==> config.mk <==
export PLATFORM = sky130hd
export DESIGN_NAME = snd_out_conditioner
export DESIGN_NICKNAME = d
export VERILOG_FILES = /design/src/rtl/snd_cond_pkg.sv /design/src/rtl/snd_sat16.sv /design/src/rtl/snd_out_conditioner.sv
export SDC_FILE = /design/constraint.sdc
export NUM_CORES = 1
export LEC_CHECK = 0
export ABC_AREA = 1
export BUFFER_PORTS_ARGS = -buffer_cell sky130_fd_sc_hd__buf_2
export CORE_MARGIN = 3
export CORE_UTILIZATION = 35
export CTS_CLUSTER_SIZE = 14
export DETAILED_ROUTE_END_ITERATION = 12
export SYNTH_ARGS = -nofsm -noshare
export SYNTH_HDL_FRONTEND = slang
export SYNTH_SLANG_ARGS = --single-unit
==> constraint.sdc <==
create_clock -name clk -period 5.61 [get_ports clk]
set_clock_uncertainty 0.1 [all_clocks]
set_input_delay 0.2805 -clock clk [delete_from_list [all_inputs] [get_ports clk]]
set_output_delay 0.2805 -clock clk [all_outputs]
set_load 0.1 [all_outputs]
==> src/rtl/snd_cond_pkg.sv <==
// -----------------------------------------------------------------------------
// snd_cond_pkg
// Shared definitions for the sound-output conditioning path: FSM state type,
// default widths, saturation bounds and the unity volume code. Imported by
// snd_out_conditioner and snd_sat16 (the saturator is also used by the mixer).
// -----------------------------------------------------------------------------
package snd_cond_pkg;

  // Default sample width and fractional bits of the filter state.
  localparam int SND_W_IN  = 16;
  localparam int SND_FRAC  = 8;
  // Two guard bits above the sample cover the DC-blocker's gain near Nyquist.
  localparam int SND_W_INT = SND_W_IN + SND_FRAC + 2;

  // Volume is unsigned Q1.7: 128 is unity, products are shifted down by 7.
  localparam int         VOL_FRAC  = 7;
  localparam logic [7:0] VOL_UNITY = 8'd128;

  // Output saturation bounds for a signed 16-bit sample.
  localparam logic signed [15:0] SAT_MAX = 16'sh7fff;
  localparam logic signed [15:0] SAT_MIN = 16'sh8000;

  // One state per processing step; LPF exists in the type even when the
  // low-pass is not built, so state encodings are identical in both builds.
  typedef enum logic [2:0] {
    IDLE,
    DCB,
    LPF,
    GAIN,
    OUT
  } snd_cond_state_t;

  // Internal filter-state width for a given sample width and fraction.
  function automatic int int_width(input int w_in, input int frac);
    return w_in + frac + 2;
  endfunction

endpackage

==> src/rtl/snd_sat16.sv <==
// -----------------------------------------------------------------------------
// snd_sat16
// Combinational saturator: wide signed value down to a signed 16-bit sample.
// Ports:
//   din   in  W_I  signed wide value
//   dout  out 16   signed value clamped to [SAT_MIN, SAT_MAX]
//   ovf   out 1    high when din did not fit and was clamped
// -----------------------------------------------------------------------------
module snd_sat16
  import snd_cond_pkg::*;
#(
  parameter int W_I = SND_W_INT
) (
  input  logic signed [W_I-1:0] din,
  output logic signed [15:0]    dout,
  output logic                  ovf
);

  // The value fits when every bit from the output sign bit upward agrees.
  logic [W_I-16:0] top_bits;
  assign top_bits = din[W_I-1:15];

  // NOTE: every output of a combinational block gets a default first, so no
  // path through the block can leave it unassigned and infer a latch.
  always_comb begin
    ovf  = !((&top_bits) || !(|top_bits));
    dout = din[15:0];
    if (ovf) begin
      dout = din[W_I-1] ? SAT_MIN : SAT_MAX;
    end
  end

endmodule

==> src/rtl/snd_out_conditioner.sv <==
// -----------------------------------------------------------------------------
// snd_out_conditioner
// Post-processing of the YM3526 sound-board sample: DC-blocking high-pass,
// optional one-pole low-pass, Q1.7 volume with saturation. Produces a held
// signed sample plus a one-cycle strobe for the audio mixer.
//
// Build option: define SND_LPF_EN to include the low-pass stage (latency 4);
// without it the gain stage takes the DC-blocker output directly (latency 3).
//
// Ports:
//   clk         in  1     system clock
//   RESETn      in  1     synchronous active-low reset
//   snd_in      in  W_IN  signed sample from the sound board
//   sample_in   in  1     sample strobe; a rising edge marks a new sample
//   vol         in  8     unsigned gain, Q1.7 (128 = unity)
//   mute        in  1     forces the output to 0, filters keep running
//   snd_out     out W_IN  signed conditioned sample, held between strobes
//   sample_out  out 1     one-cycle pulse when snd_out updates
//   clip        out 1     pulse with sample_out when saturation occurred
//   busy        out 1     high while the FSM is not idle
// -----------------------------------------------------------------------------
module snd_out_conditioner
  import snd_cond_pkg::*;
#(
  parameter int W_IN      = 16,
  parameter int FRAC      = 8,
  parameter int DCB_SHIFT = 8,
  parameter int LPF_SHIFT = 2
) (
  input  logic                   clk,
  input  logic                   RESETn,
  input  logic signed [W_IN-1:0] snd_in,
  input  logic                   sample_in,
  input  logic [7:0]             vol,
  input  logic                   mute,
  output logic signed [W_IN-1:0] snd_out,
  output logic                   sample_out,
  output logic                   clip,
  output logic                   busy
);

  localparam int W_INT = int_width(W_IN, FRAC);

  // ---------------------------------------------------------------------------
  // Edge detect and FSM
  // ---------------------------------------------------------------------------
  logic            sample_q;
  logic            edge_det;
  logic            pending;
  snd_cond_state_t state, state_next;
  logic            do_dcb, do_lpf, do_gain, do_out;

  assign edge_det = sample_in & ~sample_q;
  assign busy     = (state != IDLE);

  // NOTE: state registers use non-blocking assignments so every flop samples
  // the pre-edge value of its inputs, independent of block ordering.
  always_ff @(posedge clk) begin
    if (!RESETn) begin
      state <= IDLE;
    end else begin
      state <= state_next;
    end
  end

  always_comb begin
    state_next = state;
    do_dcb     = 1'b0;
    do_lpf     = 1'b0;
    do_gain    = 1'b0;
    do_out     = 1'b0;
    case (state)
      IDLE: begin
        if (edge_det) state_next = DCB;
      end
      DCB: begin
        do_dcb = 1'b1;
`ifdef SND_LPF_EN
        state_next = LPF;
`else
        state_next = GAIN;
`endif
      end
`ifdef SND_LPF_EN
      LPF: begin
        do_lpf     = 1'b1;
        state_next = GAIN;
      end
`endif
      GAIN: begin
        do_gain    = 1'b1;
        state_next = OUT;
      end
      OUT: begin
        do_out = 1'b1;
        // An edge landing in OUT itself is taken directly, without pending.
        state_next = (pending || edge_det) ? DCB : IDLE;
      end
      default: state_next = IDLE;
    endcase
  end

  // ---------------------------------------------------------------------------
  // Datapath
  // ---------------------------------------------------------------------------
  logic signed [W_IN-1:0]  x_cur, x_prev;
  logic signed [W_INT-1:0] x_cur_w, x_prev_w;
  logic signed [W_INT-1:0] y_prev, y_next;
  logic signed [W_INT-1:0] f_in, f_int, vol_w, prod, prod_sh;
  logic signed [15:0]      sat_val;
  logic                    sat_ovf;
  logic signed [W_IN-1:0]  sat_reg;
  logic                    ovf_reg;

  assign x_cur_w  = {{(W_INT-W_IN){x_cur[W_IN-1]}}, x_cur};
  assign x_prev_w = {{(W_INT-W_IN){x_prev[W_IN-1]}}, x_prev};

  // y = x - x[-1] + y[-1]*(1 - 2^-DCB_SHIFT), all in FRAC-bit fixed point.
  assign y_next = (x_cur_w <<< FRAC) - (x_prev_w <<< FRAC)
                + y_prev - (y_prev >>> DCB_SHIFT);

`ifdef SND_LPF_EN
  logic signed [W_INT-1:0] z_prev, z_next;

  // The LPF state runs after DCB, so y_prev already holds this sample's y.
  assign z_next = z_prev + ((y_prev - z_prev) >>> LPF_SHIFT);
  assign f_in   = z_prev;

  always_ff @(posedge clk) begin
    if (!RESETn) begin
      z_prev <= '0;
    end else if (do_lpf) begin
      z_prev <= z_next;
    end
  end
`else
  // LPF_SHIFT has no hardware to configure in this build.
  localparam int unused_lpf_shift = LPF_SHIFT;

  assign f_in = y_prev;
`endif

  // Integer part of the filter output times the unsigned Q1.7 volume.
  assign f_int   = f_in >>> FRAC;
  assign vol_w   = $signed({{(W_INT-8){1'b0}}, vol});
  assign prod    = f_int * vol_w;
  assign prod_sh = prod >>> VOL_FRAC;

  snd_sat16 #(
    .W_I (W_INT)
  ) u_sat (
    .din  (prod_sh),
    .dout (sat_val),
    .ovf  (sat_ovf)
  );

  always_ff @(posedge clk) begin
    if (!RESETn) begin
      sample_q   <= 1'b0;
      pending    <= 1'b0;
      x_cur      <= '0;
      x_prev     <= '0;
      y_prev     <= '0;
      sat_reg    <= '0;
      ovf_reg    <= 1'b0;
      snd_out    <= '0;
      sample_out <= 1'b0;
      clip       <= 1'b0;
    end else begin
      sample_q <= sample_in;

      // Latest sample wins: every edge re-captures, busy or not.
      if (edge_det) x_cur <= snd_in;

      if (do_out) begin
        pending <= 1'b0;
      end else if (edge_det && busy) begin
        pending <= 1'b1;
      end

      if (do_dcb) begin
        x_prev <= x_cur;
        y_prev <= y_next;
      end

      if (do_gain) begin
        sat_reg <= sat_val;
        ovf_reg <= sat_ovf;
      end

      sample_out <= do_out;
      clip       <= do_out & ovf_reg;
      if (do_out) begin
        snd_out <= mute ? '0 : sat_reg;
      end
    end
  end

endmodule
# Word level (Yosys, flattened, before mapping)
# Index checks and enable logic that the tools add are counted.
dict set report totals {
  regBits 98
  input_bits 28
  output_inout_bits 19
}
dict set report classes {
  bitwise_logic 4
  n_eq_ne 4
  add_sub_neg 3
  reduce_logical 10
  mux 9
  n_mul 1
}
# cell count
set op_table {}
lappend op_table {{2-to-1 mux 16 bit} 3}
lappend op_table {{adder 25 x 26 -> 26 bit} 1}
lappend op_table {{multiplier 18 x 9 -> 26 bit} 1}
lappend op_table {{subtractor 26 x 18 -> 26 bit} 1}
lappend op_table {{subtractor 24 x 24 -> 25 bit} 1}
lappend op_table {{one-hot mux 3 bit (4 select lines)} 1}
lappend op_table {{2-to-1 mux 1 bit} 4}
lappend op_table {{AND reduction 4 bit} 1}
lappend op_table {{OR reduction 4 bit} 1}
lappend op_table {{equality test 3 x 1 -> 1 bit (second input constant)} 1}
lappend op_table {{equality test 3 x 2 -> 1 bit (second input constant)} 1}
lappend op_table {{equality test 3 bit (second input constant)} 1}
lappend op_table {{zero test 3 bit} 1}
lappend op_table {{2-to-1 mux 3 bit} 1}
lappend op_table {{nonzero test 3 bit} 1}
lappend op_table {{bitwise AND 1 bit} 2}
lappend op_table {{zero test 1 bit} 2}
lappend op_table {{logical OR 1 bit} 2}
lappend op_table {{!= test 2 bit (second input constant)} 1}
lappend op_table {{inverter 1 bit} 2}
lappend op_table {{OR reduction 2 bit} 1}
lappend op_table {{logical AND 1 bit} 1}

# Logic depth before layout (Yosys ltp)
# Gate-level depths: netlist (run 1).
dict set report depth {
  depth_word 5
  ltp_mapped 28
  depth_no_buf 26
}

# By module
# A second synthesis (run 1) with hierarchy kept.
dict set report unflattened {
  cells_unflattened 1665
  area_unflattened_um2 11701.2
}
# mod instances cells_per_inst area_per_inst_um2 seq_area_each_um2
set by_module_without_submodules {}
lappend by_module_without_submodules {snd_out_conditioner 1 1610 11434.7 1961.9}
lappend by_module_without_submodules {snd_sat16 1 55 266.5 0.0}

# Worst setup path after synthesis (run 1)
# No wires, ideal clock.
dict set report synth_timing {
  path_type {in2reg}
  start {input vol[2]}
  end {register sat_reg[10]}
  slack_ps 661
  setup_ps 122
  n_path_buf 3
  cell_stages 24
  arrival_ps 4727
  cell_sequence {clkbuf_1 buf_1 nand2_1 fa_1 inv_1 fa_1 fa_1 inv_1 fa_1 inv_1 ha_1 nand2_1 inv_1 nand3_1 inv_1 nand2_1 nand3_1 a21oi_1 nand2_1 nand2_1 nand2_2 a21oi_4 buf_6 a21oi_2}
}
dict set report synth_between {
  elab_chain_len 5
}
# item line_no
set synth_lines {}
lappend synth_lines {{from (decl)} snd_out_conditioner.sv:34} ;# input logic [7:0] vol,
lappend synth_lines {{multiplier 18 x 9 -> 26 bit (*)} snd_out_conditioner.sv:146} ;# assign prod = f_int * vol_w;
lappend synth_lines {{OR reduction 4 bit} snd_sat16.sv:26} ;# ovf = !((&top_bits) || !(|top_bits));
lappend synth_lines {{zero test 1 bit} snd_sat16.sv:26}
lappend synth_lines {{logical OR 1 bit} snd_sat16.sv:26}
lappend synth_lines {{2-to-1 mux 16 bit (*)} snd_sat16.sv:28} ;# if (ovf) begin
lappend synth_lines {{to (signal assigned)} snd_out_conditioner.sv:187} ;# sat_reg <= sat_val;
lappend synth_lines {{to (decl)} snd_out_conditioner.sv:112} ;# logic signed [W_IN-1:0] sat_reg;
# Mark *: on every way between the ends. The rest lies on a longest branch, timed or not.
# A chain may end at the register's enable or synchronous reset.

# Worst setup path in the final report (run 1)
dict set report layout_timing {
  start {register y_prev[22] (netlist: f_in[22])}
  end {register sat_reg[0]}
}
dict set report layout_between {
  elab_chain_len 5
}
# item line_no
set layout_lines {}
lappend layout_lines {{from (decl)} snd_out_conditioner.sv:108} ;# logic signed [W_INT-1:0] y_prev, y_next;
lappend layout_lines {{from (signal assigned)} snd_out_conditioner.sv:183} ;# y_prev <= y_next;
lappend layout_lines {{multiplier 18 x 9 -> 26 bit (*)} snd_out_conditioner.sv:146}
lappend layout_lines {{OR reduction 4 bit} snd_sat16.sv:26}
lappend layout_lines {{zero test 1 bit} snd_sat16.sv:26}
lappend layout_lines {{logical OR 1 bit} snd_sat16.sv:26}
lappend layout_lines {{2-to-1 mux 16 bit (*)} snd_sat16.sv:28}
# Marks and branches as above.

==> results of run 1 <==
==> area by class of cell <==
type	instances	share of cell area
Clock buffer	9	0.01847
Clock inverter	7	0.005950
Inverter	374	0.1151
Multi-Input combinational cell	995	0.6252
Sequential cell	98	0.1609
Tap cell	402	0.04124
Timing Repair Buffer	69	0.03324
==> final timing paths <==
check / from / end / slack [ns] / cells after the start
setup / recovery: f_in[22] / sat_reg[0] / 0.40 / 20
hold / removal: snd_in[5] / x_cur[5] / 0.04 / 3
setup reg to reg: f_in[22] / sat_reg[0] / 0.40 / 20
hold reg to reg: f_in[2] / f_in[2] / 0.36 / 2
==> layer usage <==
layer | vias to the layer above | GRT usage | routed length [µm]
li1 | 4623 | - | -
met1 | 4444 | 0.2268 | 12910
met2 | 177 | 0.2884 | 12970
met3 | 31 | 0.02867 | 1417
met4 | 2 | 0.03631 | 436
met5 | - | 0 | 7
==> layout by cell type, fill, tap and decap left out, types with 2 or more instances in the layout <==
cell type / synthesis / final
or2_2: 2 / 2
o211ai_1: 7 / 7
o221ai_1: 2 / 2
nor2_1: 88 / 88
a21oi_2: 10 / 10
nand2_4: 5 / 5
clkbuf_16: 0 / 9
a21boi_0: 2 / 2
a31oi_1: 6 / 6
and2_1: 2 / 2
a21o_1: 2 / 2
dfxtp_1: 98 / 98
xor2_1: 16 / 16
nand3_1: 65 / 65
nand4_1: 8 / 8
nand2_2: 10 / 10
a211oi_1: 2 / 2
inv_8: 0 / 2
nand2_1: 326 / 326
buf_2: 1 / 46
fa_1: 147 / 147
ha_1: 82 / 82
inv_1: 373 / 373
a21oi_1: 81 / 81
and3_1: 2 / 2
o21bai_1: 12 / 12
o21ai_0: 85 / 85
nand3_2: 3 / 3
clkinv_4: 0 / 2
xnor2_1: 14 / 14
nor3_1: 9 / 9
buf_4: 2 / 22
==> worst max-delay path: cells and delay by family (launching register included) <==
| family | cells | cell delay [ns] |
|---|---|---|
| fa+ha+maj | 5 | 2.42 |
| simple gates | 6 | 0.61 |
| compound gates | 5 | 0.89 |
| buf+inv | 4 | 0.41 |
| flops | 1 | 0.65 |
==> through the flow <==
stage               hold slack (ns)  instances  setup WS [ns]
finish                      0.04244       1954         0.3966
detailed placement           0.3576       1937         0.3739
floorplan                    0.2740       1528         0.6610
global route                0.04308       1954        0.04461
CTS                         0.03237       1954         0.4255
global placement             0.3502       1937         0.4596
==> kinds of logic (layout without fill, tap and decap cells) <==
logic type / Yosys count / after routing / share of synthesized area
compound gates: 212 / 212 / 0.1058
flops: 98 / 98 / 0.1744
buf+inv: 435 / 459 / 0.1479
simple gates: 524 / 524 / 0.1958
xor+xnor: 30 / 30 / 0.02335
fa+ha+maj: 229 / 229 / 0.3528
==> power groups by stage <==
| stage | clock network [mW] | logic (mW) | registers, mW |
|---|---|---|---|
| 3_3_place_gp | 0 | 5.49 | 0.930 |
| 4_1_cts | 0.663 | 5.58 | 0.916 |
| 2_1_floorplan | 0 | 4.25 | 0.841 |
| 5_1_grt | 0.692 | 6.37 | 0.934 |
| 3_5_place_dp | 0 | 5.54 | 0.931 |
| 6_report | 0.643 | 5.55 | 0.918 |
==> impl_results.md, run 1 <==
- Yosys warning count: 0
- Synthesis-stage register bit count: 98
- Io pins: 47
- Worst setup EP type: flop
- CP max stage delay: about 0.65 ns
- Via density: around 4.7
- Vias post-DR: between 9000 and 10000
- Drt pass-1 iters: 5
- Largest register FFs: 26
- Detail Placement HPWL: roughly 23 mm
- Htree depth: 3
- Power density cells: ~600 mW/mm²
- Synth area leader: fa_1
- Max Fanout on Critical Path: 16
- Top_reg_cell synth: dfxtp_1
- P_sw: between 4 and 5 mW
- Layout cell share with drive strength beyond 1: 0.07668
- P&R area growth vs syn: 8.407%
- Initial antenna violation count: 1
- RSZ-0062 raised after global routing: no
- Footprint of the multi-input gates: 0.007625 mm²
- First-pass GRT wire length: roughly 47 mm
- Clock Pin Slew Worst Setup and Hold Paths: about 0.080 ns
- Total routed wirelength: between 20 and 30 mm
- Overall global routing resource usage: 0.1694
- Commonest cells post-synth: 373 x inv_1, 326 x nand2_1, 147 x fa_1
- Post-synth ARST share: 0
- CTS Hold Buffers Added: 1
- Synth top area share: 0.2616
- Status: complete, no violations
- Placed instance area: 0.01189 mm²
- Netlist Area Pre-Place: between 0.01 and 0.015 mm²
- DRC errors left: 0
- Slew Viols, Final: 0
- Startpoint types: flop
- Actual slew at the worst max-slew pin: between 0.9 and 1 ns
- Sequential power share: 0.129
- Worst path arrival time: 5.36 ns
- Final Hold Vio Count: 0
- Register area: approximately 0.0020 mm²
- Root buffer cell: clkbuf_16
- Syn Nets: around 1800
- Number of fillers in the final layout: about 3300
- Port buffer count: 46
- Routed wire per std cell: approximately 14 µm
- Avg Cell Area, Syn: roughly 7.4 µm²
- Clk network pwr share: 0.090
- WS Path Type: reg -> reg
- Finish-stage setup viols: 0
- FP Rows: 65
- Slew HR: 0.3449
- DIE AREA: about 0.034 mm²
- Register area share after synthesis: 0.1744
- Core area: 0.03164 mm²
- Synth cell types: 40
- Logic pwr share: 0.781
- Overflow after GRT: 0
- Post-Route Setup TNS: 0 ns
- Synth top area cells: fa_1 26%, dfxtp_1 17%, inv_1 12%
- Finished Core Util: 0.3855
- Worst EP required: 5.76 ns
- FMAX: 0.1918 GHz
- Chip height: 185.3 µm
- Starting Density: 0.3556
- Antenna Violating Nets Remaining: 0
- ANT cells: 0
- Crit path cell chain: nand2_1 > fa_1 > inv_1 > fa_1 > fa_1 > inv_1 > fa_1 > inv_1 > ha_1 > a21oi_1 > nor2_1 > nor2_1 > o21ai_1 > a21oi_1 > nand2_1 > nand2_1 > nand2_2 > a21oi_4 > buf_4 > a21oi_1
- Pwr Total: 7.112 mW
- Pint: just over 3 mW
- Post-CTS setup buffers: 0
- Min Tclk post-route: ~5.2 ns
- DIE WIDTH: 185.3 µm
- Max VDD drop: 216.0 µV
- CTS max path bufs: 2
- Initial DRC count: 551
- Period utilization: 0.9293
- Nets: approximately 1800
- Switching share of power: 0.5654
- CTS Buf Count: 9
- Post-synth EDFFs: 0
- CP most frequent cell: fa_1
- Max Cap Viol: 0
- Synthesized instance count: between 1500 and 2000
- Worst-Skew Late Latency: ~0.37 ns
- Design area: between 0.01 and 0.015 mm²
- Number of global-route vias before repair: around 9400
- CTS resizes: 0
- Largest net degree at the start of global routing: 86
- Worst path slowest cell: dfxtp_1
- Hold Path Class: in -> reg
- CTS Sinks: between 90 and 100
- CTS tree: built
- RD Place Congestion: 0.9454
- P_leak: about 6.8 nW
- Most common cell in the netlist: inv_1
Note: power is estimated with default switching activity, not from simulation.
==> run 2, diff against run 1 <==
--- a/config.mk
+++ b/config.mk
@@ -11,6 +11,7 @@
 export CORE_UTILIZATION = 35
 export CTS_CLUSTER_SIZE = 14
 export DETAILED_ROUTE_END_ITERATION = 12
+export MAX_ROUTING_LAYER = met4
 export SYNTH_ARGS = -nofsm -noshare
 export SYNTH_HDL_FRONTEND = slang
 export SYNTH_SLANG_ARGS = --single-unit
==> run 2 against run 1 <==
  * Core utilization fell by 0.067 points
  * First-iteration DRC count is 4.7% lower
  * Wire length decreased by 0.90%
  * Combinational power fell by 0.7%
  * Global-route usage up 0.26 points
  * Largest power group unchanged
==> impl_results.md, run 2 (synthesis results as in run 1) <==
- Number of global-route vias before repair: approximately 9300
- Sequential power share: 0.131
- Port buffer count: 46
- DIE WIDTH: around 190 µm
- CTS Buf Count: 9
- Post-Route Setup TNS: 0 ns
- Worst EP required: 5.75 ns
- Max Fanout on Critical Path: 16
- Actual slew at the worst max-slew pin: around 0.95 ns
- RSZ-0062 raised after global routing: no
- Crit path cell chain: nand2_1 > fa_1 > inv_1 > fa_1 > fa_1 > inv_1 > fa_1 > inv_1 > ha_1 > nand2_1 > inv_2 > nand2_1 > nor3_1 > nand3_1 > nand3_1 > nand2_1 > nand2_1 > nand3_2 > a21oi_4 > buf_4 > a21oi_1
- Setup WS post-layout: 0.4414 ns
- CTS max path bufs: 2
- FP Rows: 65
- Crit-path leading delay family: adder cells
- Max Cap Viol: 0
- Hold Path Class: in -> reg
- CTS tree: built
- Finish-stage setup viols: 0
- P&R area growth vs syn: 8.218%
- P_sw: between 3 and 4 mW
- First-pass GRT wire length: roughly 46 mm
- Number of fillers in the final layout: around 3300
- Clk network pwr share: 0.086
- Io pins: 47
- Antenna Violating Nets Remaining: 0
- Logic pwr share: 0.783
- Largest register FFs: 26
- Footprint of the multi-input gates: 0.007625 mm²
- CP max stage delay: between 0.6 and 0.7 ns
- Worst-Skew Late Latency: ~0.37 ns
- Power density cells: 577.8 mW/mm²
- Drt pass-1 iters: 5
- Overall global routing resource usage: 0.1720
- Slew Viols, Final: 0
- Start point of the worst hold path: snd_in[10]
- Via density: 4.728
- P_leak: approximately 6.8 nW
- Layout cell share with drive strength beyond 1: 0.07672
- Chip height: ~190 µm
- Period utilization: 0.9213
- Initial DRC count: between 500 and 600
- Most frequent cells in the layout: 373 x inv_1, 326 x nand2_1, 147 x fa_1
- Htree depth: 3
- Slew HR: 0.3634
- Post-CTS setup buffers: 0
- Placement Setup Slack: between 0.3 and 0.4 ns
- Nets: approximately 1800
- WS Path Type: reg -> reg
- Startpoint types: flop
- Worst setup EP type: flop
- FMAX: between 0.15 and 0.2 GHz
- Pint: just over 3 mW
- DIE AREA: 0.03433 mm²
- Vias post-DR: 9234
- Critical path startpoint: f_in[22]
- Buf/Inv on CP: 5
- Initial antenna violation count: 0
- CP most frequent cell: nand2_1
- Clock Pin Slew Worst Setup and Hold Paths: roughly 0.07 ns
- CTS Sinks: 98
- Detail Placement HPWL: between 20 and 25 mm
- Min Tclk post-route: 5.169 ns
- Root buffer cell: clkbuf_16
- ANT cells: 0
- Total routed wirelength: roughly 27 mm
- Largest net degree at the start of global routing: between 80 and 90
- Core area: ~0.032 mm²
- Routed wire per std cell: roughly 14 µm
- Status: complete, no violations
- Worst path arrival time: ~5.3 ns
- RD Place Congestion: 0.9721
- Worst r2r src: f_in[22]
- Register area: about 0.0020 mm²
- Most common cell after layout, fill and taps aside: inv_1
- Overflow after GRT: 0
- Final Hold Vio Count: 0
- Starting Density: 0.3556
- Max VDD drop: 208.9 µV
- Switching share of power: 0.5624
- Worst path slowest cell: dfxtp_1
- DRC errors left: 0
[run 2: cell types whose count changed in the layout (fill, tap and decap cells not counted), sizes merged]
cell,before,now
clkinv,3,1
clkinvlp,1,2
[run 2: layout make-up]
class | instances | share of cell area
Sequential cell | 98 | 0.1612
Inverter | 374 | 0.1153
Timing Repair Buffer | 69 | 0.03330
Tap cell | 402 | 0.04131
Multi-Input combinational cell | 995 | 0.6262
Clock buffer | 9 | 0.01850
Clock inverter | 6 | 0.004111
[run 2: worst paths after layout]
kind,to,slack [ns],cells past startpoint
setup / recovery,sat_reg[1],0.44,21
hold / removal,x_cur[10],0.04,3
setup reg to reg,sat_reg[1],0.44,21
hold reg to reg,snd_out[11],0.37,2
[run 2: through the flow]
stage / area, µm² / hold WS [ns] / power, mW / util / cells
final: 12180 / 0.04454 / 7.035 / 0.3849 / 1953
after floorplan: 11250 / 0.2740 / 5.090 / - / 1528
after global placement: 11890 / 0.3564 / 6.406 / 0.3758 / 1937
after CTS: 12170 / 0.02647 / 7.100 / 0.3848 / 1953
after global routing: 12180 / 0.03959 / 7.913 / 0.3849 / 1953
after detailed placement: 11890 / 0.3600 / 6.454 / 0.3758 / 1937
[run 2: layer usage]
metal  track usage  part of all wire  vias up
met5             -                 0        -
met4       0.03842             0.011        0
met3       0.02298             0.037       23
met2        0.2837              0.47      154
met1        0.2265              0.48     4425
li1              -                 -     4632
[run 2: tightest hold or removal path: cells and delay by family]
family / cells / cell delay (ns)
buf+inv: 1 / 0.07
simple gates: 2 / 0.12
[run 2: timing repair]
action,4_1_cts,5_1_grt
gates resized for setup,0,1
hold buffers,1,0
setup endpoints to repair,0,2
hold endpoints to repair,1,0
[run 2: power by group through the flow]
stage	logic (mW)	clock network [mW]	registers [mW]
floorplan	4.25	0	0.841
global placement	5.48	0	0.930
detailed placement	5.52	0	0.931
CTS	5.56	0.627	0.917
global route	6.33	0.654	0.929
finish	5.51	0.607	0.919
==> run 3, diff against run 2 <==
--- a/config.mk
+++ b/config.mk
@@ -7,6 +7,7 @@
 export LEC_CHECK = 0
 export ABC_AREA = 1
 export BUFFER_PORTS_ARGS = -buffer_cell sky130_fd_sc_hd__buf_2
+export CORE_ASPECT_RATIO = 1.4
 export CORE_MARGIN = 3
 export CORE_UTILIZATION = 35
 export CTS_CLUSTER_SIZE = 14
==> run 3 against run 2 <==
  * Critical path depth unchanged
  * Setup slack worse by 0.0021 ns
  * Die area about the same
  * Power up 0.86%
  * Wire length up 3.7%
  * First-iteration DRC count down 36%
  * Clock power up 4.4%
  * Register-to-register slack about the same
  * Count of clock-buffer cells in the layout unchanged
  * Critical path type unchanged
==> impl_results.md, run 3 (synthesis results as in run 1) <==
- Status: complete, no violations
- Min Tclk post-route: 5.171 ns
- Max Fanout on Critical Path: 16
- Placement Setup Slack: around 0.35 ns
- FMAX: between 0.15 and 0.2 GHz
- CTS Buf Count: 9
- Final Hold Vio Count: 0
- Number of global-route vias before repair: 10060
- Core area: around 0.032 mm²
- R2R depth: 21
- Critical path startpoint: f_in[23]
- M3 GR Usage: 0.02635
- Io pins: 47
- RSZ-0062 raised after global routing: no
- Slew HR: 0.3639
- DRC errors left: 0
- Overflow after GRT: 0
- Period utilization: 0.9217
- Most common cell after layout, fill and taps aside: inv_1
- Pwr Total: just over 7 mW
- RD Place Congestion: a little under 1
- Worst path arrival time: 5.32 ns
- Max VDD drop: between 200 and 250 µV
- First-pass GRT wire length: between 40 and 50 mm
- Post-CTS setup buffers: 0
- Layout cell share with drive strength beyond 1: 0.07623
- Detail Placement HPWL: approximately 24 mm
- Design area: 0.01216 mm²
- Htree depth: 3
- ANT cells: 0
- WS Path Type: reg -> reg
- Starting Density: 0.3560
- Largest net degree at the start of global routing: between 80 and 90
- Met1 Resource Use GR: 0.1849
- CTS tree: built
- Placed instance area: ~0.012 mm²
- Worst R2R Setup Slack: approximately 0.44 ns
- P&R area growth vs syn: 8.074%
- Buf/Inv on CP: 5
- Number of fillers in the final layout: about 3400
- Stages on worst setup path: 21
- Hold path endpoint: sample_q
- Via density: 4.777
- Most frequent cells in the layout: 373 x inv_1, 326 x nand2_1, 147 x fa_1
- Vias post-DR: just over 9000
- Drt pass-1 iters: 5
- Reg-to-reg endpoint: ovf_reg
- Worst EP required: 5.76 ns
- CP max stage delay: 0.66 ns
- Port buffer count: 46
- Slew Viols, Final: 0
- CTS Sinks: 98
- GR Layer Usage met2: 0.3381
- Worst path slowest cell: dfxtp_1
- P_leak: about 6.8 nW
- Hold Path Depth: 3
- Chip height: roughly 220 µm
- Worst-Skew Late Latency: 0.36 ns
- Hold Path Class: in -> reg
- Start point of the worst hold path: sample_in
- Nets: 1800
- Post-Route Setup TNS: 0 ns
- Max Cap Viol: 0
- CP most frequent cell: nand2_1
- Worst setup EP type: flop
- CTS max path bufs: 2
- Worst r2r src: f_in[23]
- Total routed wirelength: 28.51 mm
- Actual slew at the worst max-slew pin: 0.9506 ns
- Startpoint types: flop
- Most used routing layer: met2
- Initial DRC count: between 300 and 400
- Routed wire per std cell: 14.67 µm
- Power density cells: approximately 580 mW/mm²
- Initial antenna violation count: 0
- FP Rows: 77
- Root buffer cell: clkbuf_16
- Finish-stage setup viols: 0
- Crit-path leading delay family: adder cells
- Largest register FFs: 26
- Setup WS post-layout: about 0.44 ns
- Overall global routing resource usage: 0.1791
- Crit path cell chain: nand2_1 > fa_1 > inv_1 > fa_1 > fa_1 > inv_1 > fa_1 > inv_1 > ha_1 > nand2_1 > inv_2 > nand2_1 > nor3_1 > nand3_1 > nand3_1 > nand2_1 > nand2_1 > nand3_2 > a21oi_4 > buf_4 > a21oi_1
- Antenna Violating Nets Remaining: 0
- Clock Pin Slew Worst Setup and Hold Paths: 0.08 ns
- DIE AREA: ~0.034 mm²
- DIE WIDTH: 157.5 µm
## run 3: changes by cell type in the layout (fill, tap and decap cells not counted)
cell           before  now
clkinvlp_4          2    0
buf_4              22   19
inv_8               0    2
dlygate4sd3_1       1    0
dfxtp_2             1    2
dfxtp_1            97   96
clkinv_8            0    1
## run 3: worst max-delay path by stage
stage,to
after floorplan,sat_reg[10]
after global placement,sat_reg[1]
after detailed placement,ovf_reg
after CTS,sat_reg[2]
after global routing,sat_reg[0]
final,ovf_reg
## run 3: what timing repair did
| item | CTS | global route |
|---|---|---|
| gates resized for setup | 0 | 2 |
| setup endpoints to repair | 0 | 16 |
| hold buffers | 0 | 0 |
## run 3: routing by layer
metal,vias to the layer above,wire length [µm]
li1,4623,-
met1,4479,11010
met2,122,15610
met3,57,836
met4,0,1049
met5,-,0
## run 3: final cells by class
| type | count | area [µm²] | area share |
|---|---|---|---|
| Clock buffer | 9 | 225.2 | 0.01852 |
| Clock inverter | 7 | 73.82 | 0.006071 |
| Inverter | 374 | 1404 | 0.1155 |
| Multi-Input combinational cell | 995 | 7625 | 0.6271 |
| Sequential cell | 98 | 1964 | 0.1616 |
| Tap cell | 395 | 494.2 | 0.04065 |
| Timing Repair Buffer | 65 | 372.9 | 0.03066 |
## run 3: report_power, final
group	switching [mW]	internal (mW)	leakage, nW
combinational	3.54	2.00	5.86
clock	0.317	0.317	0.148
sequential	0.141	0.779	0.802
total	3.99	3.10	6.81
## run 3: worst reg2reg max path: stages, from the launching register on
cell and delay, ns:
dfxtp_1 0.66, nand2_1 0.16, fa_1 0.56, inv_1 0.05, fa_1 0.48, fa_1 0.56, inv_1 0.05, fa_1 0.47
inv_1 0.04, ha_1 0.36, nand2_1 0.12, inv_2 0.08, nand2_1 0.08, nor3_1 0.24, nand3_1 0.20, nand3_1 0.14
nand2_1 0.06, nand2_1 0.07, nand3_2 0.08, a21oi_4 0.12, buf_4 0.27, a21oi_1 0.10
## run 3: through the flow
| step | util | hold slack (ns) | std cells |
|---|---|---|---|
| after global routing | 0.3848 | 0.01276 | 1943 |
| after global placement | 0.3752 | 0.3390 | 1927 |
| after floorplan | - | 0.2740 | 1528 |
| after detailed placement | 0.3752 | 0.3379 | 1927 |
| after CTS | 0.3847 | 0.002734 | 1943 |
| final | 0.3848 | 0.01088 | 1943 |
